`config.mk`:
```
export PLATFORM = sky130hd
export DESIGN_NAME = gc_line_filter
export DESIGN_NICKNAME = d
export VERILOG_FILES = /design/src/rtl/gc_line_filter.sv
export SDC_FILE = /design/constraint.sdc
export NUM_CORES = 1
export LEC_CHECK = 0
export CAP_MARGIN = 20
export CORE_AREA = 2 2 39 41
export CTS_CLUSTER_DIAMETER = 30
export CTS_CLUSTER_SIZE = 24
export DETAILED_ROUTE_END_ITERATION = 8
export DIE_AREA = 0 0 41 43
export GPL_TIMING_DRIVEN = 0
export SYNTH_ARGS = -nofsm -noshare
export SYNTH_HDL_FRONTEND = slang
export SYNTH_SLANG_ARGS = --single-unit
```
`constraint.sdc`:
```
create_clock -name clk_i -period 1.12 [get_ports clk_i]
set_input_delay 0.224 -clock clk_i [delete_from_list [all_inputs] [get_ports clk_i]]
set_output_delay 0.224 -clock clk_i [all_outputs]
set_load 0.02 [all_outputs]
```
`src/rtl/gc_line_filter.sv`:
```
// -----------------------------------------------------------------------------
// gc_line_filter
//   Multi-channel debouncer for the GameCube controller data lines. Each raw
//   line is synchronised, then a per-channel run counter must see THRESH
//   consecutive enabled samples that differ from the filtered level before
//   that level flips. Level changes are reported as one-cycle rise/fall
//   strobes; differing runs that end early are reported as a glitch strobe.
//
// Parameters
//   NUM_CH       number of independent channels
//   THRESH       consecutive differing samples needed to flip (1..2**CNT_W)
//   CNT_W        run-counter width
//   SYNC_STAGES  synchroniser depth per channel (>= 2)
//   INIT         reset level of synchronisers and filtered outputs
//
// Ports
//   clk_i        clock, all state on rising edge
//   rst_i        synchronous active-high reset
//   enable_i     filtering enable, shared by all channels
//   line_i       raw asynchronous lines
//   debounced_o  filtered level per channel (registered)
//   rise_o       one-cycle pulse on filtered 0->1
//   fall_o       one-cycle pulse on filtered 1->0
//   glitch_o     one-cycle pulse when a differing run ends short of THRESH
// -----------------------------------------------------------------------------
module gc_line_filter #(
  parameter int unsigned NUM_CH      = 1,
  parameter int unsigned THRESH      = 7,
  parameter int unsigned CNT_W       = 3,
  parameter int unsigned SYNC_STAGES = 2,
  parameter logic        INIT        = 1'b0
) (
  input  logic              clk_i,
  input  logic              rst_i,
  input  logic              enable_i,
  input  logic [NUM_CH-1:0] line_i,
  output logic [NUM_CH-1:0] debounced_o,
  output logic [NUM_CH-1:0] rise_o,
  output logic [NUM_CH-1:0] fall_o,
  output logic [NUM_CH-1:0] glitch_o
);

  // Count value at which the next differing sample completes the run.
  localparam logic [CNT_W-1:0] CNT_LAST = CNT_W'(THRESH - 1);
  localparam logic [CNT_W-1:0] CNT_ZERO = {CNT_W{1'b0}};
  localparam logic [CNT_W-1:0] CNT_ONE  = CNT_W'(1);

  logic [NUM_CH-1:0][SYNC_STAGES-1:0] sync_q, sync_d;
  logic [NUM_CH-1:0][CNT_W-1:0]       cnt_q, cnt_d;
  logic [NUM_CH-1:0]                  deb_q, deb_d;
  logic [NUM_CH-1:0]                  rise_q, rise_d;
  logic [NUM_CH-1:0]                  fall_q, fall_d;
  logic [NUM_CH-1:0]                  glitch_q, glitch_d;

  // Next-state: synchroniser shift and per-channel run/flip/glitch decision.
  always_comb begin
    sync_d   = sync_q;
    cnt_d    = cnt_q;
    deb_d    = deb_q;
    rise_d   = {NUM_CH{1'b0}};
    fall_d   = {NUM_CH{1'b0}};
    glitch_d = {NUM_CH{1'b0}};
    for (int i = 0; i < int'(NUM_CH); i++) begin
      // The chain keeps shifting while disabled so that re-enabling never
      // evaluates a stale sample.
      sync_d[i] = {sync_q[i][SYNC_STAGES-2:0], line_i[i]};
      if (!enable_i) begin
        // Abandoning a run because of enable is not a glitch.
        cnt_d[i] = CNT_ZERO;
      end else if (sync_q[i][SYNC_STAGES-1] == deb_q[i]) begin
        if (cnt_q[i] != CNT_ZERO) begin
          cnt_d[i]    = CNT_ZERO;
          glitch_d[i] = 1'b1;
        end else begin
          cnt_d[i] = cnt_q[i];
        end
      end else if (cnt_q[i] == CNT_LAST) begin
        deb_d[i]  = sync_q[i][SYNC_STAGES-1];
        cnt_d[i]  = CNT_ZERO;
        rise_d[i] = sync_q[i][SYNC_STAGES-1];
        fall_d[i] = ~sync_q[i][SYNC_STAGES-1];
      end else begin
        cnt_d[i] = cnt_q[i] + CNT_ONE;
      end
    end
  end

  // State and output registers with synchronous reset to INIT.
  always_ff @(posedge clk_i) begin
    if (rst_i) begin
      sync_q   <= {NUM_CH{{SYNC_STAGES{INIT}}}};
      cnt_q    <= {NUM_CH{CNT_ZERO}};
      deb_q    <= {NUM_CH{INIT}};
      rise_q   <= {NUM_CH{1'b0}};
      fall_q   <= {NUM_CH{1'b0}};
      glitch_q <= {NUM_CH{1'b0}};
    end else begin
      sync_q   <= sync_d;
      cnt_q    <= cnt_d;
      deb_q    <= deb_d;
      rise_q   <= rise_d;
      fall_q   <= fall_d;
      glitch_q <= glitch_d;
    end
  end

  assign debounced_o = deb_q;
  assign rise_o      = rise_q;
  assign fall_o      = fall_q;
  assign glitch_o    = glitch_q;

endmodule

```
==> impl_metrics.sql, run 1 <==
INSERT INTO impl_metrics (metric_group, metric, value, unit) VALUES
('run_status', 'result_of_the_run', 'complete, no violations', ''),
('routing', 'drt-total-wl', '452', 'um'),
('critical_path', 'timing.critical_path.to_type', 'primary output', ''),
('timing', 'max_freq', '944.4', 'MHz'),
('critical_path', 'timing.rr.start', 'debounced_o', ''),
('floorplanning', 'placeableCoreArea', '1384', 'um^2'),
('critical_path', 'timing.reg2reg.setup_slack', '0.19', 'ns'),
('clocking', 'cts_tree', 'yes', ''),
('min_path', 'hold_path.class', 'register to register', ''),
('critical_path', 'cp_slowest_cell', 'sky130_fd_sc_hd__dfxtp_1', ''),
('critical_path', 'cp_delay_by_family_top', 'flip-flops', ''),
('routing', 'route.detailed.wl_per_inst', '7.930', 'um'),
('global_routing', 'antenna_found_initial', '0', ''),
('timing', 'final-setup-viol-count', '0', ''),
('critical_path', 'worstPathMaxFanout', '1', ''),
('clocking', 'post_cts.repair.setup_buffers', '0', ''),
('final_layout', 'finished_core_util', '31.46', '%'),
('clocking', 'cts-hold-fix-buffers', '0', ''),
('final_layout', 'fraction_of_layout_cells_with_a_size_suffix_above_1', '17.07', '%'),
('timing', 'setup_ws_final', '0.06118', 'ns'),
('synth', 'synth.cell_area', '326.6', 'um^2'),
('final_layout', 'layout-area-overhead-vs-synth', '33.33', '%'),
('critical_path', 'crit_chain', 'clkdlybuf4s15_1', ''),
('floorplanning', 'num_io_pins', '8', ''),
('timing', 'finalCriticalPeriod', '1.059', 'ns'),
('final_layout', 'num-nets-final', '46', ''),
('min_path', 'worst_hold_startpoint', 'sync_q[0]', ''),
('routing', 'initialDrtViolationCount', '6', ''),
('critical_path', 'critical_path.n_buffers_inverters', '1', ''),
('placed_design', 'gp_congestion', '0.6404', ''),
('synth', 'synth.lib_cells_used.distinct', '13', ''),
('clocking', 'cts.htree.levels', '1', ''),
('routing', 'via_count', '239', ''),
('critical_path', 'startpoint_type', 'register', ''),
('final_layout', 'fin_cells', '57', ''),
('clocking', 'clockBufferDepth', '2', ''),
('synth', 'synthesis.yosys.warnings', '0', ''),
('routing', 'dr_pass1_iterations', '2', ''),
('global_routing', 'grt_pass1_wl', '724', 'um'),
('synth', 'mappedNetlistNets', '34', ''),
('critical_path', 'arrival', '0.83', 'ns'),
('pwr', 'power.ir.vdd_worst', '0.5933', 'mV'),
('timing', 'post-route-period-util', '94.54', '%'),
('routing', 'antenna_violating_nets_post_route', '0', ''),
('critical_path', 'worst_path_largest_cell_delay', '0.30', 'ns'),
('clocking', 'worstSkewPairLatency', '0.25', 'ns'),
('floorplanning', 'die_width', '41', 'um'),
('global_routing', 'pin_count_of_the_biggest_net_entering_global_routing', '8', ''),
('synth', 'average_size_of_a_mapped_cell', '10.89', 'um^2'),
('job', 'count_of_max_cap_constraint_violations', '0', ''),
('timing', 'report.final.slew_viol_count', '0', ''),
('floorplanning', 'rows', '14', ''),
('synth', 'syn-instance-count', '30', ''),
('floorplanning', 'die_height', '43', 'um'),
('synth', 'sequential_cell_area_fraction_in_the_yosys_report', '55.17', '%'),
('global_routing', 'gr-usage-all-layers', '6.848', '%'),
('placed_design', 'detailedPlacementHpwl', '353.7', 'um'),
('clocking', 'clk_transition_reported_paths', '0.05', 'ns'),
('global_routing', 'global_route.overflow_total', '0', ''),
('synth', 'synth_seq_cells', '9', ''),
('timing', 'rsz0062_at_grt', 'false', ''),
('pwr', 'p_per_area', '1347', 'nW/um^2'),
('pwr', 'static_leak', '0.1508', 'nW'),
('clocking', 'tritoncts_num_sinks', '9', ''),
('timing', 'max_slew.worst_pin.slew', '0.3229', 'ns'),
('critical_path', 'worst_ep_required_time', '0.90', 'ns'),
('placed_design', 'placed_cells', '53', ''),
('critical_path', 'regToRegEndpoint', 'glitch_o', ''),
('floorplanning', 'initial_standard_cell_utilization_of_the_core', '23.60', '%'),
('placed_design', 'preCtsSetupSlack', '-0.2199', 'ns'),
('min_path', 'whs_path_depth', '1', ''),
('critical_path', 'setup.worst_path.class', 'register to primary output', ''),
('global_routing', 'grt_pass1_vias', '173', ''),
('routing', 'route.detailed.drc', '0', ''),
('routing', 'avgViaCountPerCell', '4.193', ''),
('timing', 'hold_violations', '0', ''),
('min_path', 'whs_endpoint', 'sync_q[1]', ''),
('final_layout', 'antenna_cells', '0', ''),
('clocking', 'cts_root_buffer', 'sky130_fd_sc_hd__clkbuf_4', ''),
('critical_path', 'worst_r2r_path_depth', '2', ''),
('floorplanning', 'floorplan.die_area', '1763', 'um^2'),
('timing', 'slew-limit-headroom', '78.32', '%'),
('placed_design', 'buffer_ports.inserted', '7', ''),
('clocking', 'cts-buffers-inserted', '3', ''),
('timing', 'clock-skew-final', '0.002589', 'ns');
[stage by stage]
step	instance area (um^2)	power (mW)	TNS (ns)	hold slack [ns]
after global routing	435.4	0.6203	0	0.4482
after global placement	416.7	0.3602	-0.9838	0.4181
after CTS	434.2	0.6012	0	0.4418
after floorplan	326.6	0.3455	0	0.2956
after detailed placement	416.7	0.3604	-0.9890	0.4284
final	435.4	0.5865	0	0.4361
[synthesized netlist by cell type]
cell                       n  area share (%)
sky130_fd_sc_hd__dfxtp_1   9              55
sky130_fd_sc_hd__nor4_1    5             9.6
sky130_fd_sc_hd__nand2b_1  3             5.7
sky130_fd_sc_hd__nor2b_1   2             3.8
sky130_fd_sc_hd__or2b_1    2             4.6
sky130_fd_sc_hd__xnor2_1   2             5.4
sky130_fd_sc_hd__a21oi_1   1             1.5
sky130_fd_sc_hd__and2_1    1             1.9
sky130_fd_sc_hd__mux2i_1   1             3.1
sky130_fd_sc_hd__nand2_1   1             1.1
sky130_fd_sc_hd__nand4b_1  1             2.7
sky130_fd_sc_hd__nor3_1    1             1.5
sky130_fd_sc_hd__nor3b_2   1             3.8
[worst max-delay path by stage]
stage                      startpoint  depth (start not counted)  slack [ns]  endpoint
after floorplan           debounced_o                          2        0.18  cnt_q[1]
after global placement          rst_i                          3       -0.21  cnt_q[1]
after detailed placement        rst_i                          3       -0.22  cnt_q[1]
after CTS                      rise_o                          1        0.01    rise_o
after global routing         glitch_o                          1       0.003  glitch_o
final                        glitch_o                          1        0.06  glitch_o
[cell usage in the layout, fill, tap and decap left out, types with 2 or more instances in the layout]
cell,n
sky130_fd_sc_hd__nand2b_1,2
sky130_fd_sc_hd__nor4_1,5
sky130_fd_sc_hd__nor2b_1,2
sky130_fd_sc_hd__clkdlybuf4s50_1,3
sky130_fd_sc_hd__dfxtp_1,9
sky130_fd_sc_hd__xnor2_1,2
sky130_fd_sc_hd__or2b_1,2
sky130_fd_sc_hd__clkbuf_4,3
sky130_fd_sc_hd__clkdlybuf4s15_1,2
[report_power, final]
group	switching [mW]	leakage [nW]	internal (mW)
Sequential	0.00286	0.0730	0.325
Clock	0.0964	0.0150	0.136
Combinational	0.00993	0.0629	0.0166
[metal layers]
layer | share of wire, % | routed length (um) | GRT usage, %
met3 | 12 | 53 | 7.853
met5 | 0 | 0 | 0
met4 | 0 | 0 | 4.000
met2 | 40 | 183 | 6.250
met1 | 47 | 214 | 8.766
[logic make-up after synthesis]
logic type,Yosys count,synth area share [%]
XOR/XNOR,2,5.365
AND/OR/NAND/NOR,17,34.86
multiplexers,1,3.065
flip-flops,9,55.17
AO/OA/AOI/OAI,1,1.531
[sequential cells by signal, summed over array words and instances (netlist names)]
register,count
fall_o,1
debounced_o,1
rise_o,1
cnt_q,3
glitch_o,1
sync_q,2
[final cells by class]
type | count | area [um^2]
fill | 156 | 948.4
sequential | 9 | 180.2
multi-input combinational | 21 | 148.9
timing repair buffer | 7 | 60.06
clock buffer | 4 | 26.28
tap | 16 | 20.02
[timing repair]
item / in CTS / in global routing
gates resized for setup: 7 / 5
endpoints found under the setup margin: 4 / 5
pin swaps: 0 / 0
Note: power is estimated with default switching activity, not from simulation.
==> run 2: changes to the inputs <==
==> constraint.sdc (replaced) <==
create_clock -name clk_i -period 1.12 [get_ports clk_i]
set_input_delay 0.224 -clock clk_i [delete_from_list [all_inputs] [get_ports clk_i]]
set_output_delay 0.224 -clock clk_i [all_outputs]
set_load 0.1 [all_outputs]
==> run 2 against run 1 <==
  * Die area stayed put
  * First-iteration DRC count is 100% lower
  * Worst hold slack better by 0.0061 ns
  * Register-to-register slack hardly changed
  * Global-route usage is 0.51 points higher
  * Power is 1.5% higher
  * Worst setup slack worse by 0.012 ns
  * Cell count stayed put
  * Maximum frequency is 1.1% lower
  * Sequential power hardly changed
  * Critical endpoint is now debounced_o
  * Largest power group unchanged
==> impl_metrics.sql, run 2 (synthesis gave the netlist of run 1 again) <==
INSERT INTO impl_metrics (metric_group, metric, value, unit) VALUES
('global_routing', 'grt_pass1_vias', '222', ''),
('run_status', 'result_of_the_run', 'complete, no violations', ''),
('critical_path', 'worst_r2r_path_depth', '2', ''),
('critical_path', 'timing.critical_path.to_type', 'primary output', ''),
('placed_design', 'placed_cell_area', '424.2', 'um^2'),
('placed_design', 'gp_congestion', '0.6948', ''),
('critical_path', 'timing.rr.start', 'debounced_o', ''),
('final_layout', 'most_frequent_cells_in_the_layout', 'sky130_fd_sc_hd__nor4_1, sky130_fd_sc_hd__dfxtp_1', ''),
('routing', 'initialDrtViolationCount', '0', ''),
('final_layout', 'layout-area-overhead-vs-synth', '36.78', '%'),
('final_layout', 'largest_register_ffs', '3', ''),
('timing', 'max_slew.worst_pin.slew', '0.3203', 'ns'),
('timing', 'max_freq', '933.9', 'MHz'),
('timing', 'fin_tns_setup', '0', 'ns'),
('floorplanning', 'rows', '14', ''),
('final_layout', 'largest_register', 'cnt_q', ''),
('job', 'count_of_max_cap_constraint_violations', '0', ''),
('final_layout', 'num-nets-final', '46', ''),
('floorplanning', 'initial_standard_cell_utilization_of_the_core', '23.60', '%'),
('timing', 'clock-skew-final', '0.004438', 'ns'),
('routing', 'dr_pass1_iterations', '1', ''),
('critical_path', 'setup.worst_path.class', 'register to primary output', ''),
('global_routing', 'global_route.overflow_total', '0', ''),
('floorplanning', 'floorplan.die_area', '1763', 'um^2'),
('timing', 'post-route-period-util', '95.61', '%'),
('critical_path', 'cp_slowest_cell', 'sky130_fd_sc_hd__dfxtp_4', ''),
('clocking', 'cts_root_buffer', 'sky130_fd_sc_hd__clkbuf_4', ''),
('routing', 'route.detailed.drc', '0', ''),
('critical_path', 'critical_path.n_buffers_inverters', '1', ''),
('final_layout', 'final_cell_area', '446.7', 'um^2'),
('min_path', 'worst_hold_startpoint', 'sync_q[0]', ''),
('clocking', 'cts-hold-fix-buffers', '0', ''),
('placed_design', 'buffer_ports.inserted', '7', ''),
('floorplanning', 'placeableCoreArea', '1384', 'um^2'),
('pwr', 'power.ir.vdd_worst', '0.5090', 'mV'),
('timing', 'slew-limit-headroom', '78.49', '%'),
('clocking', 'worstSkewPairLatency', '0.26', 'ns'),
('timing', 'report.final.slew_viol_count', '0', ''),
('min_path', 'hold_path.class', 'register to register', ''),
('critical_path', 'arrival', '0.85', 'ns'),
('floorplanning', 'num_io_pins', '8', ''),
('final_layout', 'biggestRegsByFlops', 'cnt_q (3), sync_q (2)', ''),
('final_layout', 'nFillCells', '147', ''),
('critical_path', 'worst_path_largest_cell_delay', '0.37', 'ns'),
('floorplanning', 'die_height', '43', 'um'),
('routing', 'antenna_violating_nets_post_route', '0', ''),
('global_routing', 'pin_count_of_the_biggest_net_entering_global_routing', '8', ''),
('pwr', 'p_per_area', '1333', 'nW/um^2'),
('routing', 'route.detailed.wl_per_inst', '8.596', 'um'),
('global_routing', 'grt_pass1_wl', '814', 'um'),
('critical_path', 'worst_ep_required_time', '0.90', 'ns'),
('critical_path', 'worstPathMaxFanout', '5', ''),
('placed_design', 'detailedPlacementHpwl', '374.8', 'um'),
('min_path', 'whs_path_depth', '1', ''),
('timing', 'rsz0062_at_grt', 'false', ''),
('clocking', 'post_cts.repair.setup_buffers', '0', ''),
('routing', 'drt-total-wl', '490', 'um'),
('critical_path', 'timing.reg2reg.setup_slack', '0.18', 'ns'),
('timing', 'hold_violations', '0', ''),
('timing', 'finalCriticalPeriod', '1.071', 'ns'),
('critical_path', 'crit_chain', 'buf_6', ''),
('routing', 'avgViaCountPerCell', '4.368', ''),
('floorplanning', 'die_width', '41', 'um'),
('clocking', 'cts.htree.levels', '1', ''),
('clocking', 'tritoncts_num_sinks', '9', ''),
('critical_path', 'regToRegEndpoint', 'glitch_o', ''),
('clocking', 'cts_tree', 'yes', ''),
('min_path', 'whs_endpoint', 'sync_q[1]', ''),
('global_routing', 'gr-usage-all-layers', '7.359', '%'),
('critical_path', 'cp_delay_by_family_top', 'flip-flops', ''),
('routing', 'via_count', '249', ''),
('global_routing', 'antenna_found_initial', '0', ''),
('final_layout', 'antenna_cells', '0', ''),
('clocking', 'clk_transition_reported_paths', '0.06', 'ns'),
('clocking', 'clockBufferDepth', '2', ''),
('pwr', 'static_leak', '0.1563', 'nW'),
('timing', 'final-setup-viol-count', '0', ''),
('critical_path', 'startpoint_type', 'register', ''),
('clocking', 'cts-buffers-inserted', '3', ''),
('final_layout', 'fraction_of_layout_cells_with_a_size_suffix_above_1', '31.71', '%');
run 2: changes by cell type in the layout (fill, tap and decap cells not counted), sizes merged:
cell and change:
clkdlybuf4s15 -2, buf +3, clkbuf -1
run 2: metrics by stage:
step,instances,setup WS [ns],total power [mW],utilization (%),hold WS (ns)
after global placement,53,-0.5788,0.3592,30.65,0.4233
final,57,0.04918,0.5955,32.28,0.4422
after global routing,57,0.02528,0.6253,32.28,0.4633
after detailed placement,53,-0.5757,0.3594,30.65,0.4291
after CTS,57,0.03453,0.6107,32.10,0.4511
after floorplan,30,0.1093,0.3443,-,0.2956
run 2: repair_timing:
| action | CTS | global route |
|---|---|---|
| pin swaps | 0 | 0 |
| cloned | 0 | 0 |
| setup endpoints to repair | 4 | 1 |
| gates resized for setup | 25 | 1 |
run 2: layer usage:
metal | GRT usage (%) | wire [um] | share of wire, % | vias to the layer above
met2 | 8.438 | 216 | 44 | 6
met5 | 0 | 0 | 0 | -
li1 | - | - | - | 134
met1 | 9.121 | 236 | 48 | 109
met4 | 8.000 | 0 | 0 | 0
met3 | 3.141 | 37 | 7.6 | 0
run 2: area by class of cell:
type / instances / area, um^2 / area share [%]
Sequential cell: 9 / 187.7 / 42.02
Multi-Input combinational cell: 21 / 148.9 / 33.33
Timing Repair Buffer: 7 / 63.81 / 14.29
Clock buffer: 4 / 26.28 / 5.882
Tap cell: 16 / 20.02 / 4.482
run 2: how the worst max path moves through the flow:
stage                start           to  slack, ns  cells after the start
2_1_floorplan  debounced_o     cnt_q[1]       0.11                      2
3_3_place_gp   debounced_o  debounced_o      -0.58                      1
6_report       debounced_o  debounced_o       0.05                      1
5_1_grt        debounced_o  debounced_o       0.03                      1
3_5_place_dp   debounced_o  debounced_o      -0.58                      1
4_1_cts        debounced_o  debounced_o       0.03                      1
run 2: where the power goes:
| part | leakage, nW | internal (mW) | switching (mW) |
|---|---|---|---|
| registers | 0.0753 | 0.322 | 0.00286 |
| logic | 0.0660 | 0.0166 | 0.0116 |
| clock network | 0.0150 | 0.137 | 0.106 |
